## config.mk

```make
export PLATFORM = sky130hd
export DESIGN_NAME = uart_rx_fifo
export DESIGN_NICKNAME = d
export VERILOG_FILES = /design/src/rtl/uart_rx_fifo.sv
export SDC_FILE = /design/constraint.sdc
export NUM_CORES = 1
export LEC_CHECK = 0
export BUFFER_PORTS_ARGS = -buffer_cell sky130_fd_sc_hd__buf_4
export CAP_MARGIN = 20
export CELL_PAD_IN_SITES_DETAIL_PLACEMENT = 0
export CELL_PAD_IN_SITES_GLOBAL_PLACEMENT = 1
export CORE_MARGIN = 2
export CORE_UTILIZATION = 48
export CTS_BUF_LIST = sky130_fd_sc_hd__clkbuf_16
export DETAILED_ROUTE_END_ITERATION = 8
export HOLD_SLACK_MARGIN = 0.02
export PLACE_DENSITY = 0.73
export SYNTH_ARGS = -nofsm -noshare
export SYNTH_HDL_FRONTEND = slang
export SYNTH_SLANG_ARGS = --single-unit
```

## constraint.sdc

```tcl
create_clock -name clk -period 2.2 [get_ports clk]
set_input_delay 0.33 -clock clk [delete_from_list [all_inputs] [get_ports clk]]
set_output_delay 0.33 -clock clk [all_outputs]
set_load 0.02 [all_outputs]
```

## src/rtl/uart_rx_fifo.sv

```systemverilog
// uart_rx_fifo: 16x-oversampled UART receiver feeding a show-ahead byte FIFO.
// Define UART_RX_PARITY_EN for 8E1 framing; default build is 8N1.
module uart_rx_fifo #(
    parameter int CLK_FREQ        = 50_000_000,
    parameter int BAUD_RATE       = 115_200,
    parameter int FIFO_DEPTH_LOG2 = 4
) (
    input  logic                       clk,
    input  logic                       rst_n,
    input  logic                       rx,
    output logic [7:0]                 rx_data,
    output logic                       rx_valid,
    input  logic                       rx_ready,
    output logic [FIFO_DEPTH_LOG2:0]   fifo_count,
    output logic                       frame_err,
    output logic                       overflow,
    input  logic                       ovf_clr
);
    localparam int DIV   = CLK_FREQ / (BAUD_RATE * 16);
    localparam int PW    = (DIV > 1) ? $clog2(DIV) : 1;
    localparam int AW    = FIFO_DEPTH_LOG2;
    localparam int DEPTH = 1 << AW;
    localparam logic [PW-1:0] PRE_MAX  = PW'(DIV - 1);
    localparam logic [AW:0]   CNT_ONE  = (AW+1)'(1);
    localparam logic [AW:0]   CNT_FULL = (AW+1)'(DEPTH);

`ifdef UART_RX_PARITY_EN
    typedef enum logic [2:0] {
        S_IDLE, S_START, S_DATA, S_PARITY, S_STOP, S_WAIT_HI
    } state_t;
`else
    typedef enum logic [2:0] {
        S_IDLE, S_START, S_DATA, S_STOP, S_WAIT_HI
    } state_t;
`endif

    state_t        r_state;
    logic          r_s1, r_s2;
    logic [PW-1:0] r_pre;
    logic [3:0]    r_sc;
    logic [2:0]    r_bit;
    logic [7:0]    r_shift;
    logic          r_ferr;
`ifdef UART_RX_PARITY_EN
    logic          r_perr;
`endif

    logic          w_rxs;
    logic          w_wrap;
    logic          w_tick;
    logic          w_stop_ok;
    logic          w_push;

    always_ff @(posedge clk or negedge rst_n) begin
        if (!rst_n) begin
            r_s1 <= 1'b1;
            r_s2 <= 1'b1;
        end else begin
            r_s1 <= rx;
            r_s2 <= r_s1;
        end
    end

    assign w_rxs  = r_s2;
    assign w_wrap = (r_pre == PRE_MAX);
    assign w_tick = w_wrap && (r_state != S_IDLE);

    // Prescaler parks at 0 in IDLE so every frame starts phase-aligned.
    always_ff @(posedge clk or negedge rst_n) begin
        if (!rst_n)
            r_pre <= '0;
        else if (r_state == S_IDLE || w_wrap)
            r_pre <= '0;
        else
            r_pre <= r_pre + 1'b1;
    end

    always_ff @(posedge clk or negedge rst_n) begin
        if (!rst_n) begin
            r_state <= S_IDLE;
            r_sc    <= '0;
            r_bit   <= '0;
            r_shift <= '0;
            r_ferr  <= 1'b0;
`ifdef UART_RX_PARITY_EN
            r_perr  <= 1'b0;
`endif
        end else begin
            r_ferr <= 1'b0;
            unique case (r_state)
                S_IDLE: begin
                    if (!w_rxs) begin
                        r_state <= S_START;
                        r_sc    <= '0;
                    end
                end
                S_START: begin
                    if (w_tick) begin
                        if (r_sc == 4'd7) begin
                            r_sc    <= '0;
                            r_bit   <= '0;
                            r_state <= w_rxs ? S_IDLE : S_DATA;
                        end else begin
                            r_sc <= r_sc + 4'd1;
                        end
                    end
                end
                S_DATA: begin
                    if (w_tick) begin
                        r_sc <= r_sc + 4'd1;
                        if (r_sc == 4'hF) begin
                            r_shift <= {w_rxs, r_shift[7:1]};
                            r_bit   <= r_bit + 3'd1;
                            if (r_bit == 3'd7) begin
`ifdef UART_RX_PARITY_EN
                                r_state <= S_PARITY;
`else
                                r_state <= S_STOP;
`endif
                            end
                        end
                    end
                end
`ifdef UART_RX_PARITY_EN
                S_PARITY: begin
                    if (w_tick) begin
                        r_sc <= r_sc + 4'd1;
                        if (r_sc == 4'hF) begin
                            r_perr  <= ^{r_shift, w_rxs};
                            r_state <= S_STOP;
                        end
                    end
                end
`endif
                S_STOP: begin
                    if (w_tick) begin
                        r_sc <= r_sc + 4'd1;
                        if (r_sc == 4'hF) begin
                            if (!w_rxs) begin
                                r_ferr  <= 1'b1;
                                r_state <= S_WAIT_HI;
                            end else begin
`ifdef UART_RX_PARITY_EN
                                r_ferr  <= r_perr;
`endif
                                r_state <= S_IDLE;
                            end
                        end
                    end
                end
                S_WAIT_HI: begin
                    if (w_rxs)
                        r_state <= S_IDLE;
                end
                default: r_state <= S_IDLE;
            endcase
        end
    end

    assign w_stop_ok = w_tick && (r_state == S_STOP) &&
                       (r_sc == 4'hF) && w_rxs;
`ifdef UART_RX_PARITY_EN
    assign w_push = w_stop_ok && !r_perr;
`else
    assign w_push = w_stop_ok;
`endif

    logic [7:0]    r_mem [DEPTH];
    logic [AW-1:0] r_wp, r_rp;
    logic [AW:0]   r_count;
    logic [7:0]    r_data;
    logic          r_ovf;

    logic          w_full;
    logic          w_pop;
    logic          w_wr;
    logic [AW-1:0] w_rp_nx;

    assign w_full  = (r_count == CNT_FULL);
    assign w_pop   = (r_count != '0) && rx_ready;
    assign w_wr    = w_push && !w_full;
    assign w_rp_nx = r_rp + 1'b1;

    always_ff @(posedge clk) begin
        if (w_wr)
            r_mem[r_wp] <= r_shift;
    end

    // Head register only moves on a pop or when the first byte lands.
    always_ff @(posedge clk or negedge rst_n) begin
        if (!rst_n) begin
            r_wp    <= '0;
            r_rp    <= '0;
            r_count <= '0;
            r_data  <= '0;
            r_ovf   <= 1'b0;
        end else begin
            if (w_wr)
                r_wp <= r_wp + 1'b1;
            if (w_pop)
                r_rp <= w_rp_nx;
            if (w_wr && !w_pop)
                r_count <= r_count + 1'b1;
            else if (w_pop && !w_wr)
                r_count <= r_count - 1'b1;
            if (w_pop && r_count > CNT_ONE)
                r_data <= r_mem[w_rp_nx];
            else if (w_wr && (r_count == '0 ||
                              (w_pop && r_count == CNT_ONE)))
                r_data <= r_shift;
            if (w_push && w_full)
                r_ovf <= 1'b1;
            else if (ovf_clr)
                r_ovf <= 1'b0;
        end
    end

    assign rx_data    = r_data;
    assign rx_valid   = (r_count != '0);
    assign fifo_count = r_count;
    assign frame_err  = r_ferr;
    assign overflow   = r_ovf;

endmodule
```

==> impl_metrics.csv <==
group,metric,value,unit
status,status,"complete, no violations",
critical_path,arrival,2.22,ns
critical_path,critPathLaunchType,"register",
layout,layout.nets,508,
power,p_int,5.13,mW
sta,slew-limit-headroom,48.5,%
synthesis,ys_seq_area_share,67.1,%
global_route,grt_start_max_net_pins,49,
critical_path,cp_slowest_cell,"dfrtp_1",
synthesis,syn-cell-area,7520,um2
critical_path,cp_slowest_stage_delay,0.38,ns
synthesis,synth_compound_area_share,4.31,%
critical_path,cp.required,2.31,ns
critical_path,crit_family,"simple AND/OR/NAND/NOR gates",
sta,period_share,96.1,%
sta,min_period,2.11,ns
floorplanning,boundaryPins,21,
sta,setup_viol,0,
power,p_leak,3.00,nW
clock_tree,cts_tree,"yes",
sta,drv_slew,0,
synthesis,synth_xor_area_share,1.75,%
global_route,grt_pass1_wl,22800,um
synthesis,async_flop_share,27.3,%
floorplanning,initial_core_util,49.3,%
power,totalPowerFinal,6.48,mW
floorplanning,die_height,129,um
route,drtAntennaViolNets,0,
floorplanning,core.rowCount,45,
power,p_comb_share,0.5,%
synthesis,syn_avg_cell_area,17.0,um2
placed_design,portBuffers,20,
sta,fin_skew,0.0230,ns
layout,final_common_cell,"edfxtp_1",
clock_tree,clk_latency,0.43,ns
layout,layout-drive-gt1-share,25.1,%
power,sw_frac_of_total,20.8,%
route,vias,3869,
route,detail_route.first_pass.iterations,4,
clock_tree,cts_setup_buffers,0,
power,p_per_area,750,nW/um2
placed_design,place_ws,-0.0303,ns
sta,setup_tns,0,ns
synthesis,synth_top_family_by_area,"multiplexers",
power,clockPowerShare,45.1,%
floorplanning,die_area,16700,um2
synthesis,synth_enable_flop_cells,128,
clock_tree,max-clock-path-buffers,2,
clock_tree,cts_root_buffer,"clkbuf_16",
sta,grt_setup_unrepaired,"yes",
route,viasPerCell,5.43,
global_route,grt_usage,18.9,%
job,drv_cap,0,
min_path,hp-class,"in2reg",
global_route,grt_overflow,0,
critical_path,worstPathCellList,"inv_1 > ha_2 > nand4b_4 > nor4_4 > buf_6 > and3b_1 > and2_2",
global_route,grt_pass1_vias,3964,
clock_tree,cts_max_level,4,
layout,antennaDiodeCount,0,
sta,report.final.hold_viol_count,0,
layout,fin_area,8640,um2
critical_path,cp_max_fo,9,
placed_design,dpl-instance-area,8020,um2
clock_tree,path_clk_slew,0.07,ns
synthesis,synthSimpleGateAreaFrac,7.20,%
sta,worst_slew_pin_slew,0.772,ns
floorplanning,fp.dieW,129,um
power,seqPwrFrac,54.4,%
critical_path,end_kind,"register",
power,ir_drop,0.569,mV
power,p_switching,1.35,mW
floorplanning,core_region_area,15300,um2
global_route,antenna_found_initial,0,
layout,layout_common_cells,"edfxtp_1 (128), dfrtp_1 (44), buf_4 (35), inv_1 (26)",
sta,fin_ws,0.0868,ns
synthesis,netlist_instances,443,
synthesis,ys_warn_count,0,
critical_path,critPathKind,"reg2reg",
route,drt_wl_total,14600,um
route,dr.first_iter.drc_count,427,
clock_tree,cts_sinks,176,
sta,whs,0.0864,ns
synthesis,synth_ff_type,"edfxtp_1",
synthesis,ys_seq_elements,176,
placed_design,hpwl,9410,um
sta,clock.fmax,473,MHz
synthesis,synth-adder-area-share,2.50,%
synthesis,synth_mux_area_share,14.6,%
route,wire_per_inst,20.5,um
synthesis,postSynthNetCount,463,
critical_path,crit_buf_inv,2,
layout,area_growth,14.9,%
clock_tree,cts_buffers,17,
route,route.detailed.drc,0,
synthesis,synthDistinctLibCells,50,
placed_design,globalplace.congestion,0.818,
timing repair:
item,CTS,global route
setup endpoints to repair,8,130
resized for setup,1,13
hold endpoints to repair,47,0
pin swaps,0,0
hold buffers,2,0
state kept, by name, indices dropped and copies added, names as in the netlist:
register    count
r_state         3
r_s2            1
r_bit           3
r_shift         8
r_sc            4
overflow        1
rx_data         8
fifo_count      5
r_s1            1
frame_err       1
r_mem         128
r_wp            4
r_pre           5
r_rp            4
cell usage after synthesis (all sizes together) (5+ instances only):
cell | n | share of area, %
buf | 6 | 0.88
nand2 | 18 | 0.90
nor3 | 5 | 0.33
and2 | 18 | 1.5
nor2 | 17 | 0.91
ha | 15 | 2.5
clkbuf | 8 | 0.40
mux4 | 32 | 11
mux2i | 19 | 2.5
a21oi | 5 | 0.33
o21ai | 10 | 0.72
dfrtp | 46 | 15
mux2 | 10 | 1.5
a221oi | 8 | 1.0
nand3 | 6 | 0.47
nand4 | 8 | 0.75
edfxtp | 128 | 51
inv | 26 | 1.3
o22ai | 9 | 0.75
xor2 | 7 | 0.82
xnor2 | 8 | 0.93
cell families (layout without fill, tap and decap cells):
| family | after synthesis | after routing |
|---|---|---|
| AOI/OAI and AO/OA | 45 | 45 |
| adders and majority gates | 15 | 15 |
| buffers and inverters | 40 | 98 |
| and+or+nand+nor | 91 | 91 |
| DFF | 176 | 176 |
| muxes | 61 | 61 |
| xor gates and xnor gates | 15 | 15 |
power groups by stage:
stage                     combinational (mW)  sequential, mW  clock [mW]
after CTS                             0.0329            3.53        2.98
after floorplan                     0.000956            3.60           0
after global placement                0.0295            3.60           0
after detailed placement              0.0298            3.60           0
final                                 0.0310            3.53        2.92
after global routing                  0.0366            3.52        3.12
final timing paths:
kind | startpoint | end | slack [ns] | cells after the start
setup / recovery | r_pre[0]$_DFF_PN0_ | r_mem[4][7]$_DFFE_PP_ | 0.09 | 7
hold / removal | ovf_clr | overflow$_DFFE_PN0P_ | 0.09 | 2
setup reg to reg | r_pre[0]$_DFF_PN0_ | r_mem[4][7]$_DFFE_PP_ | 0.09 | 7
hold reg to reg | r_s1$_DFF_PN1_ | r_s2$_DFF_PN1_ | 0.37 | 0
max in group asynchronous | rst_n | fifo_count[0]$_DFFE_PN0P_ | 1.25 | 2
min in group asynchronous | rst_n | r_sc[1]$_DFFE_PN0P_ | 0.48 | 2
final cells by class:
class                           count  area [um2]
Fill cell                        1196        6620
Sequential cell                   176        5050
Multi-Input combinational cell    227        2320
Clock buffer                       17         425
Timing Repair Buffer               40         334
Tap cell                          211         264
Clock inverter                     15         149
Inverter                           26        97.6
routing by layer:
layer / share of wire, % / global-route usage (%) / vias to the layer above
li1: - / - / 1814
met5: 0 / 0 / -
met4: 0.51 / 5.56 / 0
met1: 46 / 27.6 / 1965
met3: 4.8 / 5.00 / 4
met2: 49 / 28.4 / 86
per-stage QoR:
stage | instances | utilization [%]
6_report | 712 | 56.6
3_3_place_gp | 678 | 52.6
2_1_floorplan | 443 | -
4_1_cts | 712 | 56.5
3_5_place_dp | 678 | 52.6
5_1_grt | 712 | 56.6
worst reg2reg max path, cell delays in order (launching register included):
cell and delay (ns):
dfrtp_1 0.38, inv_1 0.06, ha_2 0.19, nand4b_4 0.13, nor4_4 0.34, buf_6 0.18, and3b_1 0.22, and2_2 0.31
Note: power is estimated with default switching activity, not from simulation.
